[src/rtl/threshold_sequencer.sv]
// threshold_sequencer: streams one DEPTHxDEPTH coefficient block into the thresholder and holds
// its captured result on a valid/ready port. Define THR_SEQ_WDOG_EN to add the DRAIN watchdog.
module threshold_sequencer #(
    parameter int unsigned WIDTH   = 16,
    parameter int unsigned DEPTH   = 8,
    parameter int unsigned COL_W   = $clog2(DEPTH),
    parameter int unsigned INDEX_W = 2 * COL_W
) (
    input  logic                             clk,
    input  logic                             rst,
    input  logic                             start,
    input  logic                             clear,
    output logic                             busy,
    output logic                             err,
    output logic                             mem_rd_en,
    output logic [COL_W-1:0]                 mem_rd_addr,
    input  logic [DEPTH-1:0][WIDTH-1:0]      mem_rd_data,
    output logic                             thr_valid_in,
    output logic [DEPTH-1:0][WIDTH-1:0]      thr_data_in,
    input  logic                             thr_valid_out,
    input  logic [3:0][WIDTH-1:0]            thr_max_values,
    input  logic [3:0][INDEX_W-1:0]          thr_index,
    input  logic [WIDTH-1:0]                 thr_dc_value,
    output logic                             res_valid,
    input  logic                             res_ready,
    output logic [3:0][WIDTH-1:0]            res_max_values,
    output logic [3:0][INDEX_W-1:0]          res_index,
    output logic [WIDTH-1:0]                 res_dc_value,
    output logic                             blk_irq
);
    localparam logic [COL_W-1:0] LAST_COL = COL_W'(DEPTH - 1);

    typedef enum logic [1:0] {
        IDLE   = 2'd0,
        STREAM = 2'd1,
        DRAIN  = 2'd2,
        HOLD   = 2'd3
    } state_t;

    state_t            state, state_nxt;
    logic [COL_W-1:0]  col, col_nxt;
    logic              abort_pend, abort_pend_nxt;
    logic              busy_nxt, err_nxt, mem_rd_en_nxt, res_valid_nxt, blk_irq_nxt;
    logic              capture_c;
    logic              abort_c;
    logic              wdog_to_c;

    // A pending or same-cycle clear turns the block into a discard run.
    assign abort_c = abort_pend || clear;

`ifdef THR_SEQ_WDOG_EN
    localparam int unsigned       WDOG_W    = 3;
    localparam logic [WDOG_W-1:0] WDOG_LAST = WDOG_W'(3);
    logic [WDOG_W-1:0] wdog;

    // Counts cycles spent in DRAIN; the fourth silent cycle gives up on the thresholder.
    always_ff @(posedge clk or negedge rst) begin
        if (!rst)                 wdog <= '0;
        else if (state == DRAIN)  wdog <= wdog + WDOG_W'(1);
        else                      wdog <= '0;
    end

    assign wdog_to_c = (state == DRAIN) && !thr_valid_out && (wdog == WDOG_LAST);
`else
    assign wdog_to_c = 1'b0;
`endif

    always_ff @(posedge clk or negedge rst) begin
        if (!rst) state <= IDLE;
        else      state <= state_nxt;
    end

    always_comb begin
        state_nxt = state;
        case (state)
            IDLE: begin
                if (start && !clear) state_nxt = STREAM;
            end
            STREAM: begin
                // Never truncated: the thresholder expects exactly DEPTH columns.
                if (col == LAST_COL) state_nxt = DRAIN;
            end
            DRAIN: begin
                if (thr_valid_out)  state_nxt = abort_c ? IDLE : HOLD;
                else if (wdog_to_c) state_nxt = IDLE;
            end
            HOLD: begin
                if (clear || res_ready) state_nxt = IDLE;
            end
            default: state_nxt = IDLE;
        endcase
    end

    // Next values of the registered outputs and bookkeeping.
    always_comb begin
        capture_c      = (state == DRAIN) && thr_valid_out && !abort_c;
        busy_nxt       = (state_nxt != IDLE);
        mem_rd_en_nxt  = (state_nxt == STREAM);
        col_nxt        = '0;
        abort_pend_nxt = abort_pend;
        res_valid_nxt  = res_valid;
        blk_irq_nxt    = capture_c;
        err_nxt        = err;

        if (state == STREAM && state_nxt == STREAM) col_nxt = col + COL_W'(1);

        if (state_nxt == IDLE)                               abort_pend_nxt = 1'b0;
        else if (clear && (state == STREAM || state == DRAIN)) abort_pend_nxt = 1'b1;

        if (capture_c)                                  res_valid_nxt = 1'b1;
        else if (state == HOLD && (clear || res_ready)) res_valid_nxt = 1'b0;

        if (clear)
            err_nxt = 1'b0;
        else if ((start && state != IDLE) || (thr_valid_out && state != DRAIN) || wdog_to_c)
            err_nxt = 1'b1;
    end

    always_ff @(posedge clk or negedge rst) begin
        if (!rst) begin
            col          <= '0;
            abort_pend   <= 1'b0;
            busy         <= 1'b0;
            err          <= 1'b0;
            mem_rd_en    <= 1'b0;
            thr_valid_in <= 1'b0;
            res_valid    <= 1'b0;
            blk_irq      <= 1'b0;
        end else begin
            col          <= col_nxt;
            abort_pend   <= abort_pend_nxt;
            busy         <= busy_nxt;
            err          <= err_nxt;
            mem_rd_en    <= mem_rd_en_nxt;
            thr_valid_in <= mem_rd_en;
            res_valid    <= res_valid_nxt;
            blk_irq      <= blk_irq_nxt;
        end
    end

    // Result registers only move on a non-aborted capture, so clear in HOLD keeps old data.
    always_ff @(posedge clk or negedge rst) begin
        if (!rst) begin
            res_max_values <= '0;
            res_index      <= '0;
            res_dc_value   <= '0;
        end else if (capture_c) begin
            res_max_values <= thr_max_values;
            res_index      <= thr_index;
            res_dc_value   <= thr_dc_value;
        end
    end

    assign mem_rd_addr = col;

    // Read data arrives one cycle after the strobe, aligned with thr_valid_in; passed straight through.
    assign thr_data_in = thr_valid_in ? mem_rd_data : '0;

endmodule
[config.mk]
export PLATFORM = sky130hd
export DESIGN_NAME = threshold_sequencer
export DESIGN_NICKNAME = d
export VERILOG_FILES = /design/src/rtl/threshold_sequencer.sv
export SDC_FILE = /design/constraint.sdc
export NUM_CORES = 1
export LEC_CHECK = 0
export CAP_MARGIN = 10
export CORE_AREA = 2 2 184 186
export DETAILED_ROUTE_END_ITERATION = 7
export DIE_AREA = 0 0 186 188
export GPL_TIMING_DRIVEN = 0
export PLACE_DENSITY = 0.47
export SYNTH_ARGS = -nofsm -noshare
export SYNTH_HDL_FRONTEND = slang
export SYNTH_SLANG_ARGS = --single-unit
[constraint.sdc]
create_clock -name clk -period 1.75 [get_ports clk]
set_input_delay 0.175 -clock clk [delete_from_list [all_inputs] [get_ports clk]]
set_output_delay 0.175 -clock clk [all_outputs]
set_load 0.01 [all_outputs]
# --- After elaboration in Yosys (flattened, before gate mapping) ---
# Cells that the tools add are included.
word_totals:
  mem_bits_rw: 0
  latchBits: 0
  inputBits: 238
  memories: 0
  mem_bits_ro: 0
  output_inout_bits: 241
  regBits: 116
op_classes:
  n_addsub: 1
  n_reduce_logical: 21
  shifts: 0
  eq_ne: 6
  order_cmp: 0
  bitwise_logic: 0
  n_div: 0
  mux: 14
  n_mul: 0
op_table:
  columns: ["cell", "count"]
  rows:
  - ["$mux 128", 1]
  - ["$mux 2", 5]
  - ["$reduce_bool 2->1", 5]
  - ["$logic_and 1x1->1", 8]
  - ["$pmux 2 s4", 1]
  - ["$mux 1", 6]
  - ["$eq 2x1->1 const B", 2]
  - ["$eq 2x2->1 const B", 2]
  - ["$logic_not 2->1", 2]
  - ["$logic_or 1x1->1", 4]
  - ["$add 3x1->3 const B", 1]
  - ["$eq 3x3->1 const B", 1]
  - ["$mux 3", 1]
  - ["$logic_not 1->1", 2]
  - ["$ne 2x2->1 const B", 1]

# --- Longest topological paths before layout ---
# Gate-level depths: netlist (run 1).
logic_depth:
  ltp_word: 7
  mapped_depth: 7
  depth_no_buf: 5

# --- Least setup slack after synthesis (run 1) ---
# OpenSTA, ideal clock, no wires.
synth_path:
  path_type: "register to register"
  start: "register state[0]"
  end: "register res_max_values[50] (netlist bit)"
  t_arrival_ns: 1.538
  period_less_slack_ns: 1.662
  setup_time_ns: 0.125
  path_slack_ns: 0.088
  path_stages_with_launch: 8
  path_buffers: 3
  path_cell_list: "dfrtp_1 > inv_1 > ha_1 > nand4bb_1 > buf_4 > buf_6 > buf_4 > mux2_2"
synth_between:
  elab_chain_cells: 3
synth_lines:
  columns: ["item", "line_no", "rtl"]
  rows:
  - ["start: declaration", "40", "state_t state, state_nxt;"]
  - ["start signal: assignment", "70", "else state <= state_nxt;"]
  - ["$eq 2x2->1", "96", "capture_c = (state == DRAIN) && thr_valid_out && !abort_c;"]
  - ["$logic_and 1x1->1 (2 in series)", "96", null]
  - ["end signal: assignment", "148", "res_max_values <= thr_max_values;"]
  - ["end: declaration", "26", "output logic [3:0][WIDTH-1:0] res_max_values,"]
# Every way passes these cells.
# A chain may end at the register's enable or synchronous reset.

# --- Worst setup path after layout (run 1) ---
layout_path:
  start: "register state[1]"
  end: "register col[0], in the netlist mem_rd_addr[0]"
layout_between:
  elab_chain_cells: 5
layout_lines:
  columns: ["item", "line_no", "rtl"]
  rows:
  - ["$eq 2x2->1 (tied with other cells)", "75", "case (state)"]
  - ["$pmux 2 s4", "75", null]
  - ["$eq 2x1->1", "105", "if (state == STREAM && state_nxt == STREAM) col_nxt = col + COL_W'(1);"]
  - ["$logic_and 1x1->1 *", "105", null]
  - ["$mux 3 *", "105", null]
  - ["named net col_nxt[0]", "41", "logic [COL_W-1:0] col, col_nxt;"]
  - ["end signal: assignment", "130", "col <= col_nxt;"]
  - ["end: declaration", "41", null]
# Mark *: on every way through the listed nets, which the timed path passes. The rest lies on a longest branch.

==> results of run 1 <==
-- final cells by class --
class	instances	area (um^2)
Sequential cell	116	2910
Clock buffer	25	485
Antenna cell	1	2.50
Multi-Input combinational cell	270	2460
Tap cell	448	561
Inverter	5	18.8
Fill cell	3403	21800
Buffer	23	274
Clock inverter	5	75.1
Timing Repair Buffer	496	4570
-- synth_stat cells --
| library cell | count | area, um^2 |
|---|---|---|
| sky130_fd_sc_hd__inv_1 | 5 | 18.8 |
| sky130_fd_sc_hd__a21oi_2 | 1 | 8.76 |
| sky130_fd_sc_hd__clkbuf_1 | 14 | 52.6 |
| sky130_fd_sc_hd__a221oi_1 | 1 | 8.76 |
| sky130_fd_sc_hd__nand3b_1 | 1 | 7.51 |
| sky130_fd_sc_hd__o21ai_0 | 3 | 15.0 |
| sky130_fd_sc_hd__a2111oi_2 | 1 | 15.0 |
| sky130_fd_sc_hd__buf_4 | 3 | 22.5 |
| sky130_fd_sc_hd__mux2_2 | 104 | 1170 |
| sky130_fd_sc_hd__a2111oi_1 | 2 | 20.0 |
| sky130_fd_sc_hd__o311ai_0 | 1 | 8.76 |
| sky130_fd_sc_hd__and2_1 | 128 | 801 |
| sky130_fd_sc_hd__nor3b_1 | 1 | 7.51 |
| sky130_fd_sc_hd__o32ai_2 | 1 | 16.3 |
| sky130_fd_sc_hd__a21o_1 | 1 | 7.51 |
| sky130_fd_sc_hd__a41oi_1 | 1 | 8.76 |
| sky130_fd_sc_hd__nand2b_1 | 1 | 6.26 |
| sky130_fd_sc_hd__nor2_1 | 1 | 3.75 |
| sky130_fd_sc_hd__a21oi_1 | 1 | 5.00 |
| sky130_fd_sc_hd__nand4_1 | 1 | 6.26 |
| sky130_fd_sc_hd__buf_2 | 9 | 45.0 |
| sky130_fd_sc_hd__dfrtp_1 | 116 | 2900 |
| sky130_fd_sc_hd__and3b_2 | 1 | 10.0 |
| sky130_fd_sc_hd__nand4bb_1 | 1 | 11.3 |
| sky130_fd_sc_hd__nand2_1 | 6 | 22.5 |
| sky130_fd_sc_hd__o311a_2 | 1 | 11.3 |
| sky130_fd_sc_hd__ha_1 | 6 | 75.1 |
| sky130_fd_sc_hd__a211oi_1 | 1 | 7.51 |
| sky130_fd_sc_hd__o211ai_1 | 1 | 7.51 |
| sky130_fd_sc_hd__buf_6 | 1 | 11.3 |
| sky130_fd_sc_hd__nor2b_1 | 3 | 18.8 |
-- state kept, by name (all words and copies together), names as in the netlist --
name,cells
res_dc_value,16
res_valid,1
thr_valid_in,1
busy,1
res_index,24
mem_rd_addr,3
err,1
state,2
abort_pend,1
res_max_values,64
blk_irq,1
mem_rd_en,1
-- per-layer routing --
layer,vias up,share of wire,track usage,routed length [um]
li1,2423,-,-,-
met3,26,0.11,0.0705,2970
met4,0,0.027,0.0584,748
met5,-,0,0,0
met2,272,0.49,0.260,13400
met1,2585,0.37,0.162,10300
-- worst reg2reg max path, stage by stage (launching register included) --
cell	delay (ps)
sky130_fd_sc_hd__dfrtp_2	460
sky130_fd_sc_hd__inv_2	100
sky130_fd_sc_hd__ha_1	160
sky130_fd_sc_hd__buf_6	150
sky130_fd_sc_hd__and3b_2	220
sky130_fd_sc_hd__o32ai_4	140
sky130_fd_sc_hd__a2111oi_2	380
-- kinds of logic after synthesis --
logic type	synth area share
compound gates	0.0263
fa+ha+maj	0.0141
buf+inv	0.0281
flops	0.544
mux	0.220
simple gates	0.168
-- where the power goes --
group,switching [W],total (W),internal (W)
registers,0.000443,0.00396,0.00352
clock network,0.00121,0.00339,0.00219
logic,0.00303,0.00722,0.00419
total,0.00468,0.0146,0.00990
-- cells in the final DEF (no fill, tap or decap), types with 4 or more instances in the layout --
master and instances:
sky130_fd_sc_hd__clkbuf_16 18, sky130_fd_sc_hd__mux2_2 104, sky130_fd_sc_hd__and2_4 27, sky130_fd_sc_hd__dfrtp_1 113, sky130_fd_sc_hd__clkbuf_1 5, sky130_fd_sc_hd__buf_2 88
sky130_fd_sc_hd__ha_1 4, sky130_fd_sc_hd__buf_8 7, sky130_fd_sc_hd__nand2_1 6, sky130_fd_sc_hd__clkdlybuf4s50_1 348, sky130_fd_sc_hd__buf_4 16, sky130_fd_sc_hd__buf_6 39
sky130_fd_sc_hd__clkbuf_8 10, sky130_fd_sc_hd__and2_1 101
-- timing repair --
item                                    in CTS  in global routing
hold endpoints to repair                    42                  0
resized for setup                          593                 80
pin swaps                                    1                  4
endpoints found under the setup margin     239                 95
cloned                                       4                  1
setup buffers                                8                  4
hold buffers                                 1                  0
-- final timing paths --
kind	startpoint	end	slack, ps
max	state[1]$_DFF_PN0_	mem_rd_addr[0]$_DFF_PN0_	30
min	rst	res_dc_value[1]$_DFFE_PN0P_	240
max reg2reg	state[1]$_DFF_PN0_	mem_rd_addr[0]$_DFF_PN0_	30
min reg2reg	mem_rd_en$_DFF_PN0_	thr_valid_in$_DFF_PN0_	380
max in group asynchronous	rst	res_max_values[5]$_DFFE_PN0P_	740
min in group clk	thr_dc_value[10]	res_dc_value[10]$_DFFE_PN0P_	370
-- stage by stage --
step	power, W	TNS, ps
final	0.0146	0
after global routing	0.0154	-215
after CTS	0.0145	-2230
after detailed placement	0.0109	-66310
after global placement	0.0110	-615780
after floorplan	0.00634	0
==> impl_metrics.toml, run 1 <==
[floorplan]
die_w_um = 186
die-height_um = 188
initial_core_util = 0.161
ioPinCount = 479
die_area_um2 = 35000
design.core.area_um2 = 33100
placement_rows = 67

[global_routing]
gr-usage-all-layers = 0.152
antenna_found_initial = 1
grt_max_degree = 75
total_congestion_overflow_after_global_routing = 0
first_global_vias = 5754
wire_length_of_the_first_global_routing_pass_mm = 38.4

[synthesis]
yosys_warnings = 0
syn-mean-instance-area_um2 = 12.8
synth-seq-area-share = 0.544
synth_cells = 418
synthDistinctLibCells = 31
synth_fp_nets = 662
ys_ff_latch = 116
post_synth_instance_area_um2 = 5330

[clocking]
cts_tree = "built"
cts_root_buf = "sky130_fd_sc_hd__clkbuf_16"
worst_skew_pair.late_latency_ps = 410
clkSlewWorstSetupHoldPaths_ps = 50
cts_max_level = 4
tritoncts.num_buffers = 17
cts_num_sinks = 116
cts.path.max_buffers = 2

[layout]
drive_above_1_share = 0.366
post_layout_utilization_of_the_core = 0.343
postLayoutCellArea_um2 = 11400
fin_nets = 1173
stdcell_count = 1389
areaGrowthSynthToFinish_pct = 113

[timing]
worst_slew_margin_rel = 0.677
fin_skew_ps = 6.22
hold-worst-slack_ps = 240
final.period_utilization = 0.982
fmax_ghz = 0.582
timing_worst_slew_pin_value_ps = 477
finalSetupViolCount = 0
unrepaired_setup_endpoints_after_global_routing = "yes"
timing.final.max_slew_violations = 0
finalHoldViolations = 0
crit_path_time_final_ps = 1720
setup_ws_ps = 30.8

[route]
postRouteAntennaNets = 0
post-route-drc-count = 0
route.detailed.wl_per_inst_um = 19.8
detailedRoute.firstIterationViolations = 101
drtPass1Iterations = 4
via_count = 5306
wl_mm = 27.4
vias_per_cell = 3.82

[setup_path]
cpLargestDelayFamily = "compound AO/OA/AOI/OAI gates"
worst_setup_path_end_kind = "flip-flop"
timing.reg2reg.worst_path_depth = 6
slowest_stage = "sky130_fd_sc_hd__dfrtp_2"
critical_path.startpoint_type = "flip-flop"
critical_path.cell_chain = "inv_2 -> ha_1 -> buf_6 -> and3b_2 -> o32ai_4 -> a2111oi_2"
cp.arrival_ps = 2020
cp.depth = 6
cp_max_fo = 9
worst_path_largest_cell_delay_ps = 460
worst-path-buf-inv = 2
crit_type = "flip-flop to flip-flop"
worst_path_required_ps = 2060

[pwr]
power_per_cell_area_nw_per_um2 = 1280
leakagePower_nw = 5.19
ir_drop_uv = 746

[placement]
numPortBuffers = 478
dp.final_hpwl_mm = 21.7
placement.setup.worst_slack_ps = -547
finalWeightedCongestion = 0.820
dp.cells = 1345
placed_area_um2 = 10700

[hold_path]
hp-class = "input port to async pin"

[job]
drv.max_cap_violation_count = 0

[status]
run_status = "finished clean"
Note: power is estimated with default switching activity, not from simulation.
==> run 2: changes to the inputs <==
- ABC_AREA: default -> 1
- CORE_AREA: 2 2 184 186 -> 2 2 189 191
- DIE_AREA: 0 0 186 188 -> 0 0 191 193
- PLACE_DENSITY: 0.47 -> 0.46
- clock period: 1.75 -> 1.5 ns (I/O delays scaled with it)
==> run 2 against run 1 <==
Die area is 5.4% higher. Final area is 23% higher. The flow now finishes with violations (negative setup slack). Sequential power is 40% higher. Clock skew rose by 11 ps. First-iteration DRC count up 30%. Sequential cell count unchanged. Largest cell class unchanged. Total power rose by 48%. Wire length up 16%.
==> impl_metrics.toml, run 2 <==
[timing]
final.period_utilization = 1.14
fmax_ghz = 0.585
hold-worst-slack_ps = 238
crit_path_time_final_ps = 1710
timing_worst_slew_pin_value_ps = 477
timing.final.max_slew_violations = 0
setup_ws_ps = -210
worst_slew_margin_rel = 0.682
fin_skew_ps = 17.2
setup-tns-final_ps = -18210
unrepaired_setup_endpoints_after_global_routing = "yes"
finalSetupViolCount = 137
finalHoldViolations = 0

[pwr]
sw_frac_of_total = 0.370
part_of_the_power_in_combinational_logic = 0.532
netSwitchingPower_w = 0.00800
ir_drop_uv = 776
cellInternalPower_w = 0.0136
clockPowerShare = 0.212
leakagePower_nw = 8.23
power_per_cell_area_nw_per_um2 = 1550
power.share.sequential = 0.256

[synthesis]
async_reset_ff_frac = 1.00
post_synth_instance_area_um2 = 5500
netlist_top_cells_count = "sky130_fd_sc_hd__nand2_1 (452), sky130_fd_sc_hd__inv_1 (141), sky130_fd_sc_hd__dfrtp_1 (116), sky130_fd_sc_hd__clkbuf_1 (19), sky130_fd_sc_hd__buf_2 (11)"
syn-mean-instance-area_um2 = 7.08
number_of_synthesized_flops_with_an_enable_pin = 0
synth_fp_nets = 1020
synth.largest_area_cell = "sky130_fd_sc_hd__dfrtp_1"
ys_ff_latch = 116
yosysTopAreaCellShare = 0.528
synth_cells = 776
yosys_warnings = 0
dominantRegCellSynth = "sky130_fd_sc_hd__dfrtp_1"
synthDistinctLibCells = 15
synth_area_leaders = "sky130_fd_sc_hd__dfrtp_1 (53%), sky130_fd_sc_hd__nand2_1 (31%), sky130_fd_sc_hd__inv_1 (9.6%), sky130_fd_sc_hd__ha_1 (1.4%), sky130_fd_sc_hd__clkbuf_1 (1.3%)"
synthMostInstantiatedCell = "sky130_fd_sc_hd__nand2_1"
synth-seq-area-share = 0.528

[route]
detailedRoute.firstIterationViolations = 131
via_count = 6922
post-route-drc-count = 0
drtPass1Iterations = 4
vias_per_cell = 3.83
wl_mm = 31.8
route.detailed.wl_per_inst_um = 17.6
postRouteAntennaNets = 0

[floorplan]
die-height_um = 193
design.core.area_um2 = 35000
die_w_um = 191
placement_rows = 69
die_area_um2 = 36900
ioPinCount = 479
initial_core_util = 0.157

[placement]
numPortBuffers = 478
dp.final_hpwl_mm = 23.5
finalWeightedCongestion = 0.870
dp.cells = 1716

[setup_path]
worst-path-buf-inv = 5
slowest_stage = "sky130_fd_sc_hd__dfrtp_2"
cpLargestDelayFamily = "buffers and inverters"
path_common_cell = "sky130_fd_sc_hd__buf_6"
critical_path.cell_chain = "buf_8 -> buf_6 -> clkbuf_16 -> nand2_4 -> inv_2 -> buf_6"
worst_path_largest_cell_delay_ps = 480
worst_path_required_ps = 1350
crit_type = "flip-flop to output pin"
cp.depth = 6
cp_max_fo = 5
reg2reg_setup_slack_ps = -10
timing.reg2reg.worst_path_depth = 8
cp.arrival_ps = 1560
critical_path.startpoint_type = "flip-flop"
worst_setup_path_end_kind = "output pin"

[global_routing]
antenna_found_initial = 5
gr-usage-all-layers = 0.161
first_global_vias = 6940
wire_length_of_the_first_global_routing_pass_mm = 44.0
total_congestion_overflow_after_global_routing = 0
grt_max_degree = 73

[clocking]
cts_tree = "built"
cts_root_buf = "sky130_fd_sc_hd__clkbuf_16"
tritoncts.num_buffers = 17
worst_skew_pair.late_latency_ps = 430
cts.path.max_buffers = 2
cts_num_sinks = 116
cts_max_level = 4
clkSlewWorstSetupHoldPaths_ps = 60

[job]
drv.max_cap_violation_count = 0

[layout]
layout_common_cells = "sky130_fd_sc_hd__clkdlybuf4s50_1 (240), sky130_fd_sc_hd__nand2_1 (221), sky130_fd_sc_hd__nand2_2 (149), sky130_fd_sc_hd__buf_6 (117), sky130_fd_sc_hd__dfrtp_1 (114)"
fin_nets = 1575
reg.largest.list = "res_max_values: 64 flops, res_index: 24 flops, res_dc_value: 16 flops"
stdcell_count = 1807
drive_above_1_share = 0.449
post_layout_utilization_of_the_core = 0.400
largest_register_ffs = 64
register_with_the_most_flip_flops = "res_max_values"
final_common_cell = "sky130_fd_sc_hd__clkdlybuf4s50_1"
areaGrowthSynthToFinish_pct = 154

[hold_path]
hp-class = "input port to async pin"

[status]
failed_checks = "negative setup slack"
run_status = "finished with violations"
==> run 2: cell count changes in the layout (fill, tap and decap cells not counted), sizes merged, moves of 9 or more <==
cell           change
mux2             -104
buf               +41
nand2            +446
inv              +137
dlygate4sd2       +62
nor2               +9
clkdlybuf4s50    -108
and2             -128
clkbuf            +10
dlymetal6s2s      +46
==> run 2: per-layer routing <==
layer / up-vias / global-route usage / share of wire / wire length (um)
met4: 6 / 0.0519 / 0.019 / 609
met5: - / 0 / 0.0014 / 45
met1: 3283 / 0.175 / 0.37 / 11700
met2: 276 / 0.284 / 0.52 / 16500
li1: 3325 / - / - / -
met3: 32 / 0.0677 / 0.095 / 3030
==> run 2: timing repair <==
item	CTS	global route
hold endpoints to repair	44	0
pin swaps	3	39
cloned	10	14
hold buffers	1	0
endpoints found under the setup margin	301	285
buffers inserted	22	11
resized for setup	977	398
==> run 2: kinds of logic (layout without fill, tap and decap cells) <==
group,Yosys count,in the layout,share of synthesized area
other cells,0,2,0
buf+inv,178,746,0.129
flops,116,116,0.528
compound gates,9,9,0.00842
simple gates,467,467,0.321
fa+ha+maj,6,6,0.0137
==> run 2: layout make-up <==
type	instances	area, um^2
Fill cell	3566	21000
Timing Repair Buffer	536	5730
Multi-Input combinational cell	482	2980
Sequential cell	116	2910
Tap cell	461	577
Inverter	142	569
Buffer	36	561
Clock buffer	20	457
Clock inverter	12	201
Antenna cell	2	5.00
==> run 2: per-stage QoR <==
| step | area [um^2] | total power, W | setup slack [ps] |
|---|---|---|---|
| floorplan | 5500 | 0.00892 | 114 |
| CTS | 12400 | 0.0205 | -247 |
| finish | 14000 | 0.0216 | -210 |
| detailed placement | 10900 | 0.0150 | -881 |
| global route | 14000 | 0.0231 | -268 |
| global placement | 10900 | 0.0150 | -4950 |
==> run 2: path summary, 6_finish.rpt <==
kind | from | end
max in group asynchronous | rst | thr_valid_in$_DFF_PN0_
min in group clk | thr_max_values[5] | res_max_values[5]$_DFFE_PN0P_
hold reg to reg | mem_rd_en$_DFF_PN0_ | thr_valid_in$_DFF_PN0_
setup reg to reg | state[1]$_DFF_PN0_ | res_dc_value[0]$_DFFE_PN0P_
hold / removal | rst | res_max_values[53]$_DFFE_PN0P_
setup / recovery | thr_valid_in$_DFF_PN0_ | thr_data_in[88]
==> run 2: power groups by stage <==
stage          Combinational (W)  Clock [W]  Sequential (W)
5_1_grt                   0.0124    0.00490         0.00576
6_report                  0.0115    0.00460         0.00554
4_1_cts                   0.0102    0.00474         0.00556
3_5_place_dp             0.00940          0         0.00556
3_3_place_gp             0.00942          0         0.00554
2_1_floorplan            0.00270          0         0.00622
